[src/rtl/arbitration_sub_module.sv]
// Per-core bus-access gate: data and instruction channels, each requests the shared bus and forwards traffic only while granted.
// Optional ARB_DATA_LATCH_EN keeps the last granted read word on P_*_In after the bus response ends.
module arbitration_sub_module (
    input  logic        clk,
    input  logic        reset,
    input  logic        P_DataMem_Read,
    input  logic [3:0]  P_DataMem_Write,
    input  logic [29:0] P_DataMem_Address,
    input  logic [31:0] P_DataMem_Out,
    output logic [31:0] P_DataMem_In,
    output logic        P_DataMem_Ready,
    output logic        Bus_DataMem_Read,
    output logic [3:0]  Bus_DataMem_Write,
    output logic [29:0] Bus_DataMem_Address,
    output logic [31:0] Bus_DataMem_Out,
    input  logic [31:0] Bus_DataMem_In,
    input  logic        Bus_DataMem_Ready,
    output logic        D_Bus_RQ,
    input  logic        D_Bus_GRANT,
    input  logic        P_InstMem_Read,
    input  logic [29:0] P_InstMem_Address,
    output logic [31:0] P_InstMem_In,
    output logic        P_InstMem_Ready,
    output logic        Bus_InstMem_Read,
    output logic [29:0] Bus_InstMem_Address,
    input  logic [31:0] Bus_InstMem_In,
    input  logic        Bus_InstMem_Ready,
    output logic        I_Bus_RQ,
    input  logic        I_Bus_GRANT
);

    typedef enum logic [1:0] {IDLE, REQ, GRANTED, RELEASE} chanState_t;

    chanState_t dataState;
    chanState_t instState;
    logic       dataAccess;
    logic       instAccess;
    logic       dataFwd;
    logic       instFwd;

    assign dataAccess = P_DataMem_Read | (|P_DataMem_Write);
    assign instAccess = P_InstMem_Read;
    assign dataFwd    = (dataState == GRANTED);
    assign instFwd    = (instState == GRANTED);

    // RQ is registered alongside the state so it is high exactly in REQ and GRANTED.
    always_ff @(posedge clk or posedge reset) begin
        if (reset) begin
            dataState <= IDLE;
            D_Bus_RQ  <= 1'b0;
        end else begin
            case (dataState)
                IDLE: if (dataAccess) begin
                    dataState <= REQ;
                    D_Bus_RQ  <= 1'b1;
                end
                REQ: if (D_Bus_GRANT) begin
                    dataState <= GRANTED;
                end else if (!dataAccess) begin
                    dataState <= IDLE;
                    D_Bus_RQ  <= 1'b0;
                end
                GRANTED: if (!D_Bus_GRANT) begin
                    dataState <= REQ;
                end else if (!dataAccess) begin
                    dataState <= RELEASE;
                    D_Bus_RQ  <= 1'b0;
                end
                RELEASE: if (!D_Bus_GRANT && !Bus_DataMem_Ready) begin
                    dataState <= IDLE;
                end
                default: begin
                    dataState <= IDLE;
                    D_Bus_RQ  <= 1'b0;
                end
            endcase
        end
    end

    always_ff @(posedge clk or posedge reset) begin
        if (reset) begin
            instState <= IDLE;
            I_Bus_RQ  <= 1'b0;
        end else begin
            case (instState)
                IDLE: if (instAccess) begin
                    instState <= REQ;
                    I_Bus_RQ  <= 1'b1;
                end
                REQ: if (I_Bus_GRANT) begin
                    instState <= GRANTED;
                end else if (!instAccess) begin
                    instState <= IDLE;
                    I_Bus_RQ  <= 1'b0;
                end
                GRANTED: if (!I_Bus_GRANT) begin
                    instState <= REQ;
                end else if (!instAccess) begin
                    instState <= RELEASE;
                    I_Bus_RQ  <= 1'b0;
                end
                RELEASE: if (!I_Bus_GRANT && !Bus_InstMem_Ready) begin
                    instState <= IDLE;
                end
                default: begin
                    instState <= IDLE;
                    I_Bus_RQ  <= 1'b0;
                end
            endcase
        end
    end

    // Zero-cycle pass-through while granted; everything isolated to 0 otherwise.
    assign Bus_DataMem_Read    = dataFwd & P_DataMem_Read;
    assign Bus_DataMem_Write   = dataFwd ? P_DataMem_Write   : 4'd0;
    assign Bus_DataMem_Address = dataFwd ? P_DataMem_Address : 30'd0;
    assign Bus_DataMem_Out     = dataFwd ? P_DataMem_Out     : 32'd0;
    assign P_DataMem_Ready     = dataFwd & Bus_DataMem_Ready;

    assign Bus_InstMem_Read    = instFwd & P_InstMem_Read;
    assign Bus_InstMem_Address = instFwd ? P_InstMem_Address : 30'd0;
    assign P_InstMem_Ready     = instFwd & Bus_InstMem_Ready;

`ifdef ARB_DATA_LATCH_EN
    logic [31:0] dataHold;
    logic [31:0] instHold;

    always_ff @(posedge clk or posedge reset) begin
        if (reset) begin
            dataHold <= 32'd0;
            instHold <= 32'd0;
        end else begin
            if (dataFwd && Bus_DataMem_Ready) dataHold <= Bus_DataMem_In;
            if (instFwd && Bus_InstMem_Ready) instHold <= Bus_InstMem_In;
        end
    end

    assign P_DataMem_In = (dataFwd && Bus_DataMem_Ready) ? Bus_DataMem_In : dataHold;
    assign P_InstMem_In = (instFwd && Bus_InstMem_Ready) ? Bus_InstMem_In : instHold;
`else
    assign P_DataMem_In = dataFwd ? Bus_DataMem_In : 32'd0;
    assign P_InstMem_In = instFwd ? Bus_InstMem_In : 32'd0;
`endif

endmodule

[config.mk]
export PLATFORM = sky130hd
export DESIGN_NAME = arbitration_sub_module
export DESIGN_NICKNAME = d
export VERILOG_FILES = /design/src/rtl/arbitration_sub_module.sv
export SDC_FILE = /design/constraint.sdc
export NUM_CORES = 1
export LEC_CHECK = 0
export BUFFER_PORTS_ARGS = -buffer_cell sky130_fd_sc_hd__buf_2
export CAP_MARGIN = 20
export CORE_AREA = 2 2 131 133
export CTS_CLUSTER_SIZE = 28
export DETAILED_ROUTE_END_ITERATION = 8
export DIE_AREA = 0 0 133 135
export PLACE_DENSITY = 0.5
export SYNTH_ARGS = -nofsm -noshare
export SYNTH_HDL_FRONTEND = slang
export SYNTH_SLANG_ARGS = --single-unit
[constraint.sdc]
create_clock -name clk -period 3.5 [get_ports clk]
set_input_delay 0.525 -clock clk [delete_from_list [all_inputs] [get_ports clk]]
set_output_delay 0.525 -clock clk [all_outputs]
set_load 0.1 [all_outputs]
**Yosys cells after proc, flatten, opt, wreduce, memory -nomap -nowiden**

Cells that the tools add are included.

- Output and inout bits: 166
- Logic and storage cells: 72
- Input port bits: 168
- Register bits: 6

- Mux-type cells: 30
- Bitwise gates (word level): 5
- Reduce and logical (&&, ||, !) cells: 15
- Equality and inequality tests: 18

Operator list:

| cell | number |
|---|---|
| $mux 32 | 3 |
| $mux 30 | 2 |
| $mux 2 | 12 |
| $ne 2x2->1 const B | 8 |
| $pmux 2 s4 | 2 |
| $reduce_and 4->1 | 4 |
| $ne 3x3->1 const B | 4 |
| $eq 2x2->1 const B | 4 |
| $mux 1 | 8 |
| $pmux 1 s3 | 2 |
| $reduce_bool 3->1 | 2 |
| $and 1x1->1 | 4 |
| $eq 2x1->1 const B | 2 |
| $logic_not 1->1 | 4 |
| $logic_not 2->1 | 2 |
| $mux 4 | 1 |
| $reduce_or 4->1 | 1 |
| $logic_and 1x1->1 | 2 |
| $or 1x1->1 | 1 |

**Depth between registers and ports, before layout**

Gate-level depths: netlist (run 1).

- Depth in word-level cells: 5
- Depth in mapped cells: 6
- Gate-level depth less buffers: 6

**Worst setup path before layout (run 1)**

Ideal clock, no wire load.

- Path kind: register to output
- From: register dataState[0]
- To: output Bus_DataMem_Address[11]
- Path buffers: 2
- Slack: 1060 ps
- Arrival: 1915 ps
- Cell stages (with the launch flop): 6
- Path through: dfrtp_1 > inv_1 > ha_1 > clkbuf_1 > clkbuf_1 > and2_1

- Longest elaborated chain between the ends: 2

Ends and longest elaborated chain:

| what | RTL line | RTL |
|---|---|---|
| from (decl) | 34 | `chanState_t dataState;` |
| from (signal assigned) | 49 | `dataState <= IDLE;` |
| from (signal assigned) | 54 | `dataState <= REQ;` |
| from (signal assigned) | 58 | `dataState <= GRANTED;` |
| $eq 2x2->1 | 43 | `assign dataFwd = (dataState == GRANTED);` |
| $mux 30 | 116 | `assign Bus_DataMem_Address = dataFwd ? P_DataMem_Address : 30'd0;` |
| to (decl) | 14 | `output logic [29:0] Bus_DataMem_Address,` |

No other way between the ends.

**Worst setup path after layout (run 1)**

- From: register dataState[0]
- To: output Bus_DataMem_Out[27]

- Longest elaborated chain between the ends: 2

Ends and longest elaborated chain:

| what | RTL line | RTL |
|---|---|---|
| $eq 2x2->1 | 43 |  |
| $mux 32 | 117 | `assign Bus_DataMem_Out = dataFwd ? P_DataMem_Out : 32'd0;` |
| to (decl) | 15 | `output logic [31:0] Bus_DataMem_Out,` |

No other way between the ends.

==> reports/results.ini, run 1 <==
[worst_setup_path]
r2r_start = instState[0]
cp_slowest_cell = buf_2
crit_buf_inv = 3
path_class = reg2out
max_stage_delay_ns = 0.44
cpLargestDelayFamily = buffers and inverters
rr_endpoint = instState[0]
worstSetupEndpoint = Bus_DataMem_Out[27]
cp.arrival_ns = 1.93
path_depth = 5
r2r_slack_ns = 1.49
critical_path.endpoint_type = output pin
cp_cell_sequence = inv_1 > ha_2 > buf_12 > and2_1 > buf_2
cp_max_fo = 104
setup.worst_path.start = dataState[0]
worstRegToRegCells = 7
critical_path_required_ns = 2.97
startpoint_type = flop

[logic_synthesis]
synth.distinct_cells = 29
synth_nets = 411
synth_top_area_frac = 0.631
synth.area.top_cells = and2_1, dfrtp_1, ha_1, clkbuf_1, o21ai_0
yosys_warnings = 0
yosysSeqAreaShare = 0.0930
synth_ff_type = dfrtp_1
netlist_top_cells_count = and2_1, clkbuf_1, ha_1
synth_seq_cells = 6
synth_edf_count = 0
yosys.area.top_type = and2_1
yosysMostFrequentCell = and2_1
syn_avg_cell_area_um2 = 6.90
async_flop_share = 1.00
netlist_area_mm2 = 0.00162
syn-instance-count = 234

[placed_design]
place.detailed.hpwl_um = 8060
portBuffers = 333
gp_congestion = 0.817

[sta]
setup_viol = 0
finalHoldViolCount = 0
max-slew-margin-rel = 0.663
tns_ns = 0
post-route-min-period_ns = 2.45
post-route-period-util = 0.700
finalClockSkew_ns = 0.000182
max_freq_ghz = 0.408
worstMarginPinSlew_ns = 0.509
finalMaxSlewViolations = 0
rsz0062_at_grt = false

[die]
die-area_mm2 = 0.0180
core_mm2 = 0.0164
num_rows = 47
fp.dieH_um = 135
die_x_um = 133
initial_utilization = 0.0985
io_pins = 334

[routing]
antenna_left = 0
drt_wl_total_um = 9140
wl_per_cell_um = 11.8
drc = 0
via_per_inst = 3.47
vias = 2683
drt-pass1-iter-count = 4
drt_first_iter_violations = 84

[clock_network]
clkSlewWorstSetupHoldPaths_ns = 0.03
clkSinkCount = 6
cts_root_buffer = clkbuf_16
htreeDepth = 1
cts_hold_buf = 0
clk_latency_ns = 0.23
clk_path_buf_depth = 2
cts_setup_buffers = 0
cts_resized = 0
cts_tree = done
cts_buffers = 3

[outcome]
outcome = complete, no violations

[pwr]
p_per_area_mw_per_mm2 = 866
ir_drop_mv = 0.394
p_leak_nw = 2.36

[grt]
grt_start_max_net_pins = 105
antenna_found_initial = 0
grt_pass1_wl_um = 12900
overflow = 0
grt_pass1_vias = 2470
grtUsageTotal = 0.0889

[layout]
syn_to_final_growth_pct = 123
nNetsFinal = 733
drive_above_1_share = 0.626
fin_util = 0.219
n_antenna_cell = 0

[job]
max_cap_violations = 0

[worst_hold_path]
hold_path_class = in2async

power by group:
| group | internal [mW] | total [mW] | switching, mW |
|---|---|---|---|
| logic | 0.480 | 2.80 | 2.32 |
| clock network | 0.147 | 0.184 | 0.0372 |
| registers | 0.102 | 0.133 | 0.0312 |
| total | 0.728 | 3.11 | 2.39 |
cell type report:
type / count / area [µm²]
clock buffer: 3 / 75.1
tap: 220 / 275
multi-input combinational: 204 / 1380
inverter: 6 / 22.5
timing repair buffer: 335 / 1690
fill: 1868 / 12800
sequential: 6 / 150
cell usage in the layout (no fill, tap or decap), drive strengths merged, types with 2 or more instances in the layout:
master / n
and2: 164
clkbuf: 3
dfrtp: 6
buf: 335
inv: 6
a211o: 2
or3: 2
or2: 2
nor2b: 4
a2bb2oi: 2
nand3: 2
ha: 9
o21ai: 7
logic make-up after synthesis:
logic type               share of synthesized area
multiplexers                               0.00697
adder cells (fa/ha/maj)                     0.0697
AND/OR/NAND/NOR                              0.686
AO/OA/AOI/OAI                               0.0883
buffers and inverters                       0.0558
flip-flops                                  0.0929
through the flow:
stage | total power, mW | cells | setup slack [ns] | hold WS (ns) | area (µm²)
final | 3.11 | 774 | 1.05 | 0.214 | 3590
after floorplan | 2.50 | 234 | 1.06 | 0.316 | 1620
after global placement | 2.95 | 771 | 1.27 | 0.467 | 3520
after global routing | 3.25 | 774 | 0.872 | 0.253 | 3590
after CTS | 3.14 | 774 | 1.03 | 0.229 | 3590
after detailed placement | 2.95 | 771 | 1.27 | 0.466 | 3520
worst min path at each step:
stage | start | end | slack, ns
2_1_floorplan | reset | D_Bus_RQ | 0.32
3_3_place_gp | reset | instState[1] | 0.47
3_5_place_dp | reset | instState[1] | 0.47
4_1_cts | reset | dataState[0] | 0.23
5_1_grt | reset | instState[1] | 0.25
6_report | reset | dataState[1] | 0.21
state kept, by name (all words and copies together) (netlist names):
register and count:
I_Bus_RQ 1, instState 2, D_Bus_RQ 1, dataState 2
per-layer routing:
layer | wire length [µm] | GRT usage | vias up
met3 | 1110 | 0.0289 | 0
met2 | 4700 | 0.173 | 195
met1 | 3330 | 0.0972 | 1130
li1 | - | - | 1358
met4 | 0 | 0.00717 | 0
met5 | 0 | 0 | -
Power figures use the tool's default switching activity.
==> run 2, diff against run 1 <==
--- a/config.mk
+++ b/config.mk
@@ -7,11 +7,11 @@
 export LEC_CHECK = 0
 export BUFFER_PORTS_ARGS = -buffer_cell sky130_fd_sc_hd__buf_2
 export CAP_MARGIN = 20
-export CORE_AREA = 2 2 131 133
+export CORE_AREA = 2 2 129 131
 export CTS_CLUSTER_SIZE = 28
 export DETAILED_ROUTE_END_ITERATION = 8
-export DIE_AREA = 0 0 133 135
-export PLACE_DENSITY = 0.5
+export DIE_AREA = 0 0 131 133
+export PLACE_DENSITY = 0.51
 export SYNTH_ARGS = -nofsm -noshare
 export SYNTH_HDL_FRONTEND = slang
 export SYNTH_SLANG_ARGS = --single-unit
==> constraint.sdc (replaced) <==
create_clock -name clk -period 2.45 [get_ports clk]
set_input_delay 0.3675 -clock clk [delete_from_list [all_inputs] [get_ports clk]]
set_output_delay 0.3675 -clock clk [all_outputs]
set_load 0.1 [all_outputs]
==> run 2 against run 1 <==
Utilization up 6.8 points. Critical path depth did not move. Via count rose by 0.52%. Largest power group unchanged. Combinational power is 61% higher. Clock power up 41%. Sequential power rose by 43%. Worst hold slack worse by 0.16 ns. Final area rose by 29%. Sequential share of layout area fell by 0.94 points. Register-to-register slack worse by 0.93 ns. Routed wire length is 0.21% lower. Global-route usage is 0.28 points higher.
==> reports/results.ini, run 2 (same netlist as run 1, synthesis figures left out) <==
[worst_setup_path]
cpLargestDelayFamily = buffers and inverters  ; unchanged
path_class = reg2out  ; unchanged
crit_buf_inv = 3  ; unchanged
startpoint_type = flop  ; unchanged
max_stage_delay_ns = 0.43  ; was 0.44 ns
critical_path_required_ns = 2.08  ; was 2.97 ns
r2r_slack_ns = 0.56  ; was 1.49 ns
cp_slowest_cell = buf_2  ; unchanged
cp.arrival_ns = 1.89  ; was 1.93 ns
critical_path.endpoint_type = output pin  ; unchanged
cp_max_fo = 104  ; unchanged
cp_cell_sequence = inv_1 > ha_2 > buf_12 > and2_1 > buf_2  ; unchanged

[sta]
finalMaxSlewViolations = 0  ; unchanged
setup_viol = 0  ; unchanged
worstMarginPinSlew_ns = 0.508  ; was 0.509 ns
post-route-min-period_ns = 2.26
max-slew-margin-rel = 0.664  ; was 0.663
tns_ns = 0  ; unchanged
fin_hold_ws_ns = 0.0544  ; was 0.214 ns
max_freq_ghz = 0.443
post-route-period-util = 0.922
finalClockSkew_ns = 0.000144  ; was 0.000182 ns
final.setup.worst_slack_ns = 0.191  ; was 1.05 ns
finalHoldViolCount = 0  ; unchanged
rsz0062_at_grt = false  ; unchanged

[layout]
mostFrequentLayoutCells = buf_2, and2_1, buf_12  ; was buf_2, and2_1, ha_1
drive_above_1_share = 0.627  ; was 0.626
mostFrequentLayoutCell = buf_2  ; unchanged
fin_util = 0.287  ; was 0.219
nNetsFinal = 734  ; was 733
num-fill-cells = 1690  ; was 1,868
top_regs = dataState x2, instState x2  ; unchanged
fin_area_mm2 = 0.00464  ; was 0.00359 mm²
n_antenna_cell = 0  ; unchanged
syn_to_final_growth_pct = 187  ; was 123%
layout.cells.non_filler = 775  ; was 774

[routing]
drt_wl_total_um = 9120  ; was 9140 µm
drt-pass1-iter-count = 4  ; unchanged
drc = 0  ; unchanged
drt_first_iter_violations = 27  ; was 84
antenna_left = 0  ; unchanged
via_per_inst = 3.48  ; was 3.47
vias = 2697  ; was 2,683
wl_per_cell_um = 11.8  ; about the same

[placed_design]
place.detailed.hpwl_um = 8100  ; was 8060 µm
placed_cells = 772  ; was 771
placed_area_mm2 = 0.00456  ; was 0.00352 mm²
gp_congestion = 0.774  ; was 0.817
portBuffers = 333  ; unchanged
place_ws_ns = 0.441  ; was 1.27 ns

[clock_network]
cts_resized = 0  ; unchanged
htreeDepth = 1  ; unchanged
clkSlewWorstSetupHoldPaths_ns = 0.03  ; about the same
cts_root_buffer = clkbuf_16  ; unchanged
cts_hold_buf = 0  ; unchanged
clkSinkCount = 6  ; unchanged
cts_tree = done  ; unchanged
cts_setup_buffers = 0  ; unchanged
cts_buffers = 3  ; unchanged
clk_latency_ns = 0.23  ; about the same
clk_path_buf_depth = 2  ; unchanged

[pwr]
p_per_area_mw_per_mm2 = 1070  ; was 866 mW/mm²
ir_drop_mv = 0.529  ; was 0.394 mV
fin_total_pwr_mw = 4.95  ; was 3.11 mW
p_leak_nw = 2.56  ; was 2.36 nW

[die]
die_x_um = 131  ; was 133 µm
num_rows = 47  ; unchanged
die-area_mm2 = 0.0174  ; was 0.0180 mm²
core_mm2 = 0.0162  ; was 0.0164 mm²
io_pins = 334  ; unchanged
fp.dieH_um = 133  ; was 135 µm
initial_utilization = 0.0999  ; was 0.0985

[grt]
grt_pass1_wl_um = 12800  ; was 12,900 µm
grt_pass1_vias = 2521  ; was 2,470
overflow = 0  ; unchanged
grtUsageTotal = 0.0917  ; was 0.0889
grt_start_max_net_pins = 105  ; unchanged
antenna_found_initial = 0  ; unchanged

[job]
max_cap_violations = 0  ; unchanged

[worst_hold_path]
hold_path_class = in2async  ; unchanged

[outcome]
outcome = complete, no violations  ; unchanged

run 2: final timing paths:
kind,from,endpoint,depth (start not counted)
min in group clk,D_Bus_GRANT,dataState[1],3
max in group asynchronous,reset,instState[1],2
setup reg to reg,dataState[0],D_Bus_RQ,7
hold reg to reg,I_Bus_RQ,I_Bus_RQ,2
setup / recovery,dataState[0],Bus_DataMem_Out[4],5
hold / removal,reset,D_Bus_RQ,2
run 2: layout make-up:
| type | instances | area (µm²) | share of cell area |
|---|---|---|---|
| clock buffers | 3 | 75.1 | 0.0162 |
| inverters | 6 | 22.5 | 0.00486 |
| multi-input cells | 204 | 1380 | 0.297 |
| flip-flops and latches | 6 | 150 | 0.0324 |
| well taps | 220 | 275 | 0.0594 |
| repair buffers | 336 | 2740 | 0.590 |
run 2: layer usage:
metal  up-vias  part of all wire  global-route usage
li1       1363                 -                   -
met1      1152              0.34              0.0933
met2       180              0.52               0.180
met4         0            0.0044              0.0160
met3         2              0.13              0.0287
met5         -                 0                   0
run 2: power breakdown:
| part | switching, mW | internal [mW] | leakage (nW) |
|---|---|---|---|
| logic | 3.40 | 1.11 | 2.45 |
| clock network | 0.0504 | 0.209 | 0.0370 |
| registers | 0.0446 | 0.145 | 0.0698 |
| total | 3.49 | 1.46 | 2.56 |
==> run 3, diff against run 2 <==
==> constraint.sdc (replaced) <==
create_clock -name clk -period 2.45 [get_ports clk]
set_input_delay 0.49 -clock clk [delete_from_list [all_inputs] [get_ports clk]]
set_output_delay 0.49 -clock clk [all_outputs]
set_load 0.1 [all_outputs]
==> run 3 against run 2 <==
Sequential share of layout area down 0.66 points. Die area unchanged. Critical endpoint is now Bus_DataMem_Out[2]. Highest routed layer unchanged. Non-clock buffer count unchanged. Largest cell class unchanged. Fmax down 1.2%. Critical path type unchanged. First-iteration DRC count up 26%.
==> reports/results.ini, run 3 (same netlist as run 1, synthesis figures left out) <==
[routing]
via_per_inst = 3.51  ; was 3.48
drt_first_iter_violations = 34  ; was 27
drt-pass1-iter-count = 4  ; unchanged
drt_wl_total_um = 9430  ; was 9120 µm
antenna_left = 0  ; unchanged
wl_per_cell_um = 12.2  ; was 11.8 µm
drc = 0  ; unchanged
vias = 2721  ; was 2,697

[sta]
worstMarginPinSlew_ns = 0.498  ; was 0.508 ns
tns_ns = 0  ; unchanged
max-slew-margin-rel = 0.670  ; was 0.664
finalClockSkew_ns = 0.000149  ; was 0.000144 ns
finalMaxSlewViolations = 0  ; unchanged
post-route-period-util = 0.934  ; was 0.922
rsz0062_at_grt = false  ; unchanged
post-route-min-period_ns = 2.29  ; was 2.26 ns
setup_viol = 0  ; unchanged
max_freq_ghz = 0.437  ; was 0.443 GHz
final.setup.worst_slack_ns = 0.163  ; was 0.191 ns
finalHoldViolCount = 0  ; unchanged

[grt]
grt_pass1_wl_um = 13400  ; was 12,800 µm
grtUsageTotal = 0.0961  ; was 0.0917
overflow = 0  ; unchanged
antenna_found_initial = 0  ; unchanged
grt_pass1_vias = 2594  ; was 2,521
grt_start_max_net_pins = 75  ; was 105

[clock_network]
cts_hold_buf = 0  ; unchanged
cts_buffers = 3  ; unchanged
clk_path_buf_depth = 2  ; unchanged
htreeDepth = 1  ; unchanged
clkSinkCount = 6  ; unchanged
clkSlewWorstSetupHoldPaths_ns = 0.04  ; was 0.03 ns
clk_latency_ns = 0.23  ; about the same
cts_tree = done  ; unchanged
cts_root_buffer = clkbuf_16  ; unchanged

[worst_setup_path]
rr_endpoint = instState[0]  ; was D_Bus_RQ
path_class = reg2out  ; unchanged
cp_max_fo = 74  ; was 104
worstRegToRegCells = 7  ; unchanged
r2r_start = instState[0]  ; was dataState[0]
setup.worst_path.start = dataState[0]  ; unchanged
r2r_slack_ns = 0.51  ; was 0.56 ns
critical_path_required_ns = 1.96  ; was 2.08 ns
cp.arrival_ns = 1.80  ; was 1.89 ns
critical_path.endpoint_type = output pin  ; unchanged
worstSetupEndpoint = Bus_DataMem_Out[2]  ; was Bus_DataMem_Out[4]
startpoint_type = flop  ; unchanged

[layout]
fin_util = 0.360  ; was 0.287
top_regs = dataState x2, instState x2  ; unchanged
drive_above_1_share = 0.627  ; unchanged
nNetsFinal = 734  ; unchanged
mostFrequentLayoutCells = buf_2, and2_1, buf_12  ; unchanged
multiInputGateArea_mm2 = 0.00139  ; was 0.00138 mm²
n_antenna_cell = 0  ; unchanged
mostFrequentLayoutCell = buf_2  ; unchanged
seq_area_um2 = 150  ; unchanged
num-fill-cells = 1615  ; was 1,690
syn_to_final_growth_pct = 260  ; was 187%

[die]
io_pins = 334  ; unchanged
num_rows = 47  ; unchanged
initial_utilization = 0.0999  ; unchanged
fp.dieH_um = 133  ; unchanged
die_x_um = 131  ; unchanged
die-area_mm2 = 0.0174  ; unchanged
core_mm2 = 0.0162  ; unchanged

[worst_hold_path]
hold_path_class = in2async  ; unchanged

[placed_design]
gp_congestion = 0.717  ; was 0.774
portBuffers = 333  ; unchanged
place_ws_ns = 0.238  ; was 0.441 ns
place.detailed.hpwl_um = 8520  ; was 8100 µm

[outcome]
outcome = complete, no violations  ; unchanged

[job]
max_cap_violations = 0  ; unchanged

[pwr]
ir_drop_mv = 0.444  ; was 0.529 mV
p_leak_nw = 2.77  ; was 2.56 nW
p_per_area_mw_per_mm2 = 971  ; was 1070 mW/mm²

[run 3: through the flow]
stage	hold slack [ns]	instances	power, mW	area, µm²
3_5_place_dp	0.444	772	5.41	5730
5_1_grt	0.217	775	5.84	5820
2_1_floorplan	0.281	234	3.58	1620
3_3_place_gp	0.438	772	5.39	5730
6_report	0.182	775	5.65	5820
4_1_cts	0.204	775	5.69	5810
[run 3: cell type report]
type                       count  share of cell area
tap                          220              0.0473
sequential                     6              0.0258
timing repair buffer         336               0.672
multi-input combinational    204               0.238
inverter                       6             0.00387
clock buffer                   3              0.0129
[run 3: how the worst min path moves through the flow]
stage / from / endpoint / slack [ns] / cells after the start
detailed placement: reset / D_Bus_RQ / 0.44 / 2
finish: reset / D_Bus_RQ / 0.18 / 2
global placement: reset / D_Bus_RQ / 0.44 / 2
CTS: reset / D_Bus_RQ / 0.20 / 2
floorplan: reset / D_Bus_RQ / 0.28 / 1
global route: reset / D_Bus_RQ / 0.22 / 2
[run 3: critical path, cell delays in order, from the launching register on]
cell and delay (ns):
dfrtp_1 0.39, inv_1 0.14, ha_4 0.31, buf_12 0.26
and2_1 0.22, buf_12 0.19
[run 3: report_power, final]
part	internal [mW]	total [mW]	switching [mW]
combinational	1.68	5.20	3.51
clock	0.210	0.264	0.0545
sequential	0.145	0.190	0.0446
[run 3: layer usage]
layer  global-route usage  routed length [µm]  vias to the layer above
met2                0.182                4940                      182
met1               0.0970                3080                     1173
met4               0.0189                  80                        0
met5                    0                   0                        -
li1                     -                   -                     1362
met3               0.0396                1340                        4
[run 3: what timing repair did]
action | CTS | global route
resized for setup | 0 | 1
setup buffers | 0 | 0
setup endpoints to repair | 0 | 74
